$ cat src/rtl/mem_stage_pkg.sv
// mem_stage_pkg: shared encodings and defaults for the memory-access stage
package mem_stage_pkg;
    localparam logic [1:0] SZ_BYTE = 2'b00;
    localparam logic [1:0] SZ_HALF = 2'b01;
    localparam logic [1:0] SZ_WORD = 2'b10;
    localparam int TIMEOUT_DEF = 16;
    typedef enum logic {IDLE, WAIT} state_e;
endpackage

$ cat src/rtl/ls_align.sv
// ls_align: byte-lane enables, store data replication and load extract/extend
module ls_align import mem_stage_pkg::*; (
    input  logic [1:0]  addr_lo_i,
    input  logic [1:0]  size_i,
    input  logic        unsigned_i,
    input  logic [31:0] store_data_i,
    input  logic [31:0] rdata_i,
    output logic [3:0]  be_o,
    output logic [31:0] wdata_o,
    output logic [31:0] load_data_o,
    output logic        misalign_o
);
    logic [7:0]  byte_lane;
    logic [15:0] half_lane;
    // size 11 falls through every byte/half test and behaves as a word
    always_comb begin
        byte_lane   = rdata_i[8*addr_lo_i +: 8];
        half_lane   = addr_lo_i[1] ? rdata_i[31:16] : rdata_i[15:0];
        be_o        = size_i == SZ_BYTE ? 4'b0001 << addr_lo_i :
                      size_i == SZ_HALF ? (addr_lo_i[1] ? 4'b1100 : 4'b0011) : 4'b1111;
        wdata_o     = size_i == SZ_BYTE ? {4{store_data_i[7:0]}} :
                      size_i == SZ_HALF ? {2{store_data_i[15:0]}} : store_data_i;
        load_data_o = size_i == SZ_BYTE ? {{24{~unsigned_i & byte_lane[7]}}, byte_lane} :
                      size_i == SZ_HALF ? {{16{~unsigned_i & half_lane[15]}}, half_lane} : rdata_i;
        misalign_o  = size_i == SZ_BYTE ? 1'b0 :
                      size_i == SZ_HALF ? addr_lo_i[0] : |addr_lo_i;
    end
endmodule

$ cat src/rtl/mem_access_stage.sv
// mem_access_stage: drives the valid/ack data bus for loads/stores and feeds MEM/WB
module mem_access_stage import mem_stage_pkg::*; #(
    parameter int TIMEOUT = TIMEOUT_DEF
) (
    input  logic        clk,
    input  logic        rst,
    input  logic        mem_read_in,
    input  logic        mem_write_in,
    input  logic [1:0]  mem_size_in,
    input  logic        mem_unsigned_in,
    input  logic [31:0] alu_c_in,
    input  logic [31:0] store_data_in,
    input  logic [4:0]  reg_rd_in,
    input  logic        regw_in,
    input  logic        mem2r_in,
    output logic        dbus_req,
    output logic        dbus_we,
    output logic [31:0] dbus_addr,
    output logic [3:0]  dbus_be,
    output logic [31:0] dbus_wdata,
    input  logic        dbus_ack,
    input  logic [31:0] dbus_rdata,
    output logic        stall_out,
    output logic [31:0] alu_c_out,
    output logic [31:0] dm_data_out,
    output logic [4:0]  reg_rd_out,
    output logic        regw_out,
    output logic        mem2r_out,
    output logic        misalign_exc,
    output logic        bus_err
);
    localparam int CW = $clog2(TIMEOUT);
    state_e         state_q, state_d;
    logic [CW-1:0]  cnt_q, cnt_d;
    logic [31:0]    addr_q, sd_q;
    logic [1:0]     size_q;
    logic           uns_q, we_q;
    logic           access, in_wait, mis, misalign, req, timeout, stall, done, capture;
    logic [31:0]    sel_addr, wdata, load_data;
    logic [3:0]     be;
    assign access   = mem_read_in | mem_write_in;
    assign in_wait  = state_q == WAIT;
    assign sel_addr = in_wait ? addr_q : alu_c_in;
    ls_align u_align (
        .addr_lo_i    (sel_addr[1:0]),
        .size_i       (in_wait ? size_q : mem_size_in),
        .unsigned_i   (in_wait ? uns_q : mem_unsigned_in),
        .store_data_i (in_wait ? sd_q : store_data_in),
        .rdata_i      (dbus_rdata),
        .be_o         (be),
        .wdata_o      (wdata),
        .load_data_o  (load_data),
        .misalign_o   (mis)
    );
    assign misalign = ~in_wait & access & mis;
    assign capture  = ~in_wait & access & ~mis;
    assign req      = in_wait | capture;
    assign timeout  = in_wait & ~dbus_ack & (cnt_q == CW'(TIMEOUT - 1));
    assign stall    = req & ~dbus_ack & ~timeout;
    assign done     = req & dbus_ack;
    // state, timeout counter and the request holding registers
    always_ff @(posedge clk) begin
        if (rst) begin
            state_q <= IDLE;
            cnt_q   <= '0;
            addr_q  <= '0;
            sd_q    <= '0;
            size_q  <= '0;
            uns_q   <= 1'b0;
            we_q    <= 1'b0;
        end else begin
            state_q <= state_d;
            cnt_q   <= cnt_d;
            if (capture) begin
                addr_q <= alu_c_in;
                sd_q   <= store_data_in;
                size_q <= mem_size_in;
                uns_q  <= mem_unsigned_in;
                we_q   <= mem_write_in;
            end
        end
    end
    // enter WAIT on an unacknowledged request, leave on ack or timeout
    always_comb begin
        state_d = in_wait ? ((dbus_ack | timeout) ? IDLE : WAIT) : ((capture & ~dbus_ack) ? WAIT : IDLE);
        cnt_d   = in_wait ? ((dbus_ack | timeout) ? '0 : cnt_q + CW'(1)) : ((capture & ~dbus_ack) ? CW'(1) : '0);
    end
    // bus and MEM/WB outputs; reset and stall cycles present a bubble
    always_comb begin
        dbus_req     = ~rst & req;
        dbus_we      = ~rst & req & (in_wait ? we_q : mem_write_in);
        dbus_addr    = rst ? '0 : {sel_addr[31:2], 2'b00};
        dbus_be      = (rst | ~req) ? '0 : be;
        dbus_wdata   = rst ? '0 : wdata;
        stall_out    = ~rst & stall;
        alu_c_out    = alu_c_in;
        dm_data_out  = (done & ~(in_wait ? we_q : mem_write_in)) ? load_data : '0;
        reg_rd_out   = reg_rd_in;
        regw_out     = ~rst & regw_in & ~stall & ~timeout & ~misalign;
        mem2r_out    = ~rst & mem2r_in & ~stall;
        misalign_exc = ~rst & misalign;
        bus_err      = ~rst & timeout;
    end
endmodule

$ cat config.mk
export PLATFORM = sky130hd
export DESIGN_NAME = mem_access_stage
export DESIGN_NICKNAME = d
export VERILOG_FILES = /design/src/rtl/mem_stage_pkg.sv /design/src/rtl/ls_align.sv /design/src/rtl/mem_access_stage.sv
export SDC_FILE = /design/constraint.sdc
export NUM_CORES = 1
export LEC_CHECK = 0
export CORE_ASPECT_RATIO = 0.5
export CORE_MARGIN = 5
export CORE_UTILIZATION = 42
export DETAILED_ROUTE_END_ITERATION = 6
export MAX_ROUTING_LAYER = met4
export PLACE_DENSITY_LB_ADDON = 0.1
export RECOVER_POWER = 100
export SYNTH_ARGS = -nofsm -noshare
export SYNTH_HDL_FRONTEND = slang
export SYNTH_SLANG_ARGS = --single-unit
$ cat constraint.sdc
create_clock -name clk -period 3.5 [get_ports clk]
set_input_delay 1.05 -clock clk [delete_from_list [all_inputs] [get_ports clk]]
set_output_delay 1.05 -clock clk [all_outputs]
set_load 0.005 [all_outputs]
Word-level counts from Yosys, hierarchy flattened
Index checks and enable logic that the tools add are counted.
Storage, ports and cells
  flip-flop bits (word level): 73
  bits of input ports: 111
  output and inout port bits: 144
  logic and storage cells: 76
Operators by class
  reductions and logical operators: 2
  shift-type cells: 2
  $add $sub $neg: 1
  muxes and demuxes: 25
  bitwise operators: 37
  equality and inequality tests: 2
Operator list (count)
  32-bit two-way mux: 9
  32-bit by 6-bit indexed part select with 8-bit output: 1
  4-bit two-way mux: 6
  1-bit AND: 23
  16-bit two-way mux: 1
  1-bit NOT: 10
  1-bit two-way mux: 8
  4-bit by 1-bit adder with 4-bit output, second input constant: 1
  4-bit equality test, second input constant: 1
  1-bit OR: 4
  1-bit by 2-bit left shift with 4-bit output, first input constant: 1
  2-bit by 1-bit equality test with 1-bit output, second input constant: 1
  2-bit zero test: 1
  2-bit two-way mux: 1
  2-bit OR reduction: 1

Logic depth before layout (Yosys ltp)
  depth in word-level cells: 13
  gate-level depth with buffers: 9
  mapped depth without buffers: 5

Hierarchy
Synthesis repeated with hierarchy kept, for this count alone.
Second synthesis, totals
  cell total of the unflattened synthesis: 777
  area total of the unflattened synthesis: 5968.2 sq um
By module, submodules not included
  mem_access_stage: cells an instance 577, area each 4546.9 sq um, instances 1, sequential area each 1461.4 sq um
  ls_align: cells an instance 200, area each 1421.4 sq um, instances 1, sequential area each 0.0 sq um

Worst setup path before layout
OpenSTA, ideal clock, no wires.
  path kind: input -> output
  start point: input alu_c_in[1]
  end point: output dm_data_out[16]
  data required time: 2.450 ns
  data arrival time: 2.321 ns
  cell stages on the path: 7
  buffers on the path: 2
  slack: 0.129 ns
  cell sequence: buf_4 -> or3b_2 -> a21oi_1 -> nor4_2 -> o21bai_4 -> buf_6 -> a21oi_1
On the way
  longest elaborated chain between the ends: 10
  elaborated cells between the ends (all ways): 16
  classes of those cells: shift (1); mux (7); bitwise (7); reduce/logical (1)
Ends and longest elaborated chain
  start: declaration: RTL line mem_access_stage.sv:11  | input logic [31:0] alu_c_in,
  32-bit two-way mux (*): RTL line mem_access_stage.sv:43  | assign sel_addr = in_wait ? addr_q : alu_c_in;
  parallel branches: the longest is 8 deep, another holds 32-bit by 6-bit indexed part select with 8-bit output
  32-bit two-way mux (*): RTL line mem_access_stage.sv:97  | dm_data_out = (done & ~(in_wait ? we_q : mem_write_in)) ? load_data : '0;
  end: declaration: RTL line mem_access_stage.sv:25  | output logic [31:0] dm_data_out,
Every way passes the cells marked *.

Worst setup path in the final report
  start point: input alu_c_in[1]
  end point: output dm_data_out[21]
Same word-level chain as after synthesis.

==> impl_metrics.toml <==
[status]
status = "finished with violations"
violations = "setup timing"

[setup_path]
arrival_ns = 2.58
critPathSlowestCell = "or3b_4"
path_cells = "buf_8, buf_12, or3b_4, a21oi_4, nor4_4, o21bai_4, buf_12, buf_12, buf_4, a21oi_2, buf_2"
start_kind = "input pin"
r2r-start = "in_wait"
r2r_slack_ns = 0.90
worstPathMaxFanout = 5
r2r-end = "sd_q[21]"
endpoint_kind = "primary output"
cpMostUsedCell = "buf_12"
max_stage_delay_ns = 0.40
reg2regPathDepth = 6
path_class = "in2out"
cp.required_ns = 2.45

[cells_and_area]
nFillCells = 1048
drive_gt1_frac = 0.245
fin_cells = 1158
fin_area_sq_mm = 0.00874
nets = 1094
area_growth_pct = 64.2

[floorplan]
die_area_sq_mm = 0.0152
core-area_sq_mm = 0.0125
die_h_um = 89.6
initial_core_util = 0.425
io_pins = 255
fp.dieW_um = 169
rows = 29

[synthesis]
avgSynthCellArea_sq_um = 7.36
synthMuxAreaShare = 0.150
synth_ff_type = "dfxtp_1"
yosys_warnings = 0
synth-xor-area-share = 0.00329
synthCells = 723
synth_seq_cells = 73
yosys-top-cells-area = "dfxtp_1 27%, mux2i_1 12%, nand2_1 11%"
synth_top_family_by_area = "simple AND/OR/NAND/NOR gates"
synth.largest_area_cell = "dfxtp_1"
syn_area_sq_mm = 0.00532
synth_cell_types = 53
synth_compound_area_frac = 0.194
yosysSeqAreaShare = 0.275
synth-edff-count = 0
ys_async_sr_fraction = 0
synthSimpleGateAreaFrac = 0.245
synth_fa_ha_area_frac = 0.00235
post-synth-top-area-fraction = 0.275

[sta]
final-hold-violation-count = 0
min_period_ns = 3.63
finalCritPeriodShare = 1.04
final_max_slew_viol_count = 0
skew_ns = 0.00674
fin_ws_ns = -0.130
fmax_mhz = 275
finalSetupViolations = 22
max_slew_margin = 0.165
worst_pin_slew_ns = 1.25
rsz0062_at_grt = "true"

[clocking]
max-clock-path-buffers = 2
clk_latency_ns = 0.34
cts_made_buffers = 9
ctsHoldBuffers = 0
cts.htree.levels = 3
cts_sinks = 73
cts_tree = "done"
root_buffer = "clkbuf_16"
clk_pin_slew_ns = 0.06

[global_route]
grt_pass1_vias = 5609
overflow = 0
grt_pass1_wl_um = 28900
grt_usage = 0.243
antenna_found_initial = 1
grt_max_degree = 47

[pwr]
total_power_mw = 2.85
power_density_mw_per_mm2 = 326
vdd_ir_drop_max_mv = 0.187
leakage_nw = 3.57

[worst_hold_path]
hold_path.class = "reg2reg"
worstHoldStart = "addr_q[20]"
whs_path_depth = 2
hold_end = "addr_q[20]"

[placement]
placement.cell_area_sq_mm = 0.00802
dp.final_hpwl_um = 13600
gp_congestion = 0.885
port_buffers = 242
pre_cts_ws_ns = -0.841
dp_cells = 1119

[drt]
vias_per_cell = 5.21
drtIter0Drc = 286
drc_errors = 0
drtAntennaViolNets = 0
num_vias = 6038
dr.pass1.iters = 5
finalWirelength_um = 19300
post_drt_wl_per_cell_um = 16.7

[job]
max-cap-violations = 0
## cell families (layout without fill, tap and decap cells)
group / count (synthesis) / in the layout
compound gates: 166 / 166
xor+xnor: 2 / 2
fa+ha+maj: 1 / 1
buf+inv: 109 / 372
flops: 73 / 73
mux: 76 / 76
other cells: 1 / 3
simple gates: 295 / 295
## layer usage
layer,global-route usage,up-vias,wire (um)
li1,-,2961,-
met1,0.299,2862,8340
met2,0.407,191,9320
met3,0.0634,24,1460
met4,0.0606,0,223
met5,-,-,0
## synthesized netlist by cell type (7+ instances only)
master    instances
o22ai_1           7
nor3_1           10
clkbuf_1         30
dfxtp_1          73
nor2b_1          17
nand2_1         161
a211oi_1         39
buf_4            52
mux2i_1          64
buf_2             7
inv_1            10
a21oi_1          98
nor2_1           73
buf_6            10
mux2_2            9
## flip-flops by register name (all words and copies together), names as in the netlist
register and count:
we_q 1, cnt_q 4, size_q 2, uns_q 1
in_wait 1, addr_q 32, sd_q 32
## critical path: cells and delay by family
kind / cells / cell delay [ns]
and+or+nand+nor: 2 / 0.46
buffers and inverters: 6 / 0.71
AOI/OAI and AO/OA: 3 / 0.36
## timing repair
action | 4_1_cts | 5_1_grt
setup buffers | 14 | 10
gates cloned | 4 | 1
endpoints found under the setup margin | 69 | 71
resized for setup | 249 | 54
pin swaps | 23 | 14
## where the power goes
part | internal, mW | switching (mW) | leakage (nW)
combinational | 0.524 | 0.471 | 2.83
clock | 0.545 | 0.386 | 0.147
sequential | 0.887 | 0.0365 | 0.599
## cells in the final DEF (no fill, tap or decap), types with 4 or more instances in the layout
cell type / Yosys / layout
nand2_1: 161 / 160
clkdlybuf4s50_1: 0 / 159
a21oi_1: 98 / 83
buf_4: 52 / 78
dfxtp_1: 73 / 72
nor2_1: 73 / 70
mux2i_1: 64 / 59
buf_2: 7 / 35
dlygate4sd2_1: 0 / 34
a211oi_1: 39 / 22
nor2b_1: 17 / 17
a211oi_2: 0 / 16
a21oi_2: 1 / 13
clkbuf_16: 0 / 11
buf_6: 10 / 11
buf_12: 0 / 11
inv_1: 10 / 10
mux2_4: 0 / 8
nor3_2: 5 / 6
o22ai_1: 7 / 6
clkdlybuf4s15_1: 0 / 6
mux2i_2: 1 / 5
nor3_1: 10 / 5
nand3b_1: 4 / 4
nand3_1: 4 / 4
nor3_4: 0 / 4
o21ai_1: 5 / 4
## how the worst max path moves through the flow
| stage | depth (start not counted) | slack [ns] | end | start |
|---|---|---|---|---|
| after floorplan | 7 | 0.13 | dm_data_out[16] | alu_c_in[1] |
| after global placement | 8 | -0.84 | dm_data_out[4] | alu_c_in[1] |
| after detailed placement | 8 | -0.84 | dm_data_out[10] | alu_c_in[1] |
| after CTS | 10 | -0.17 | dm_data_out[11] | alu_c_in[0] |
| after global routing | 10 | -0.20 | dm_data_out[14] | alu_c_in[1] |
| final | 11 | -0.13 | dm_data_out[21] | alu_c_in[1] |
## stage by stage
| stage | setup TNS, ns | util | hold slack [ns] |
|---|---|---|---|
| floorplan | 0 | - | 0.433 |
| global placement | -46.46 | 0.641 | 0.439 |
| detailed placement | -46.64 | 0.641 | 0.447 |
| CTS | -1.98 | 0.685 | 0.456 |
| global route | -3.07 | 0.698 | 0.467 |
| finish | -1.30 | 0.698 | 0.455 |
## area by class of cell
| class | instances | area (sq um) | share of cell area |
|---|---|---|---|
| multi-input combinational | 542 | 3540 | 0.405 |
| timing repair buffer | 346 | 3180 | 0.364 |
| sequential | 73 | 1470 | 0.168 |
| clock buffer | 11 | 264 | 0.0302 |
| tap | 170 | 213 | 0.0243 |
| inverter | 10 | 37.5 | 0.00430 |
| clock inverter | 5 | 35.0 | 0.00401 |
| antenna | 1 | 2.50 | 0.000286 |
Power figures use the tool's default switching activity.
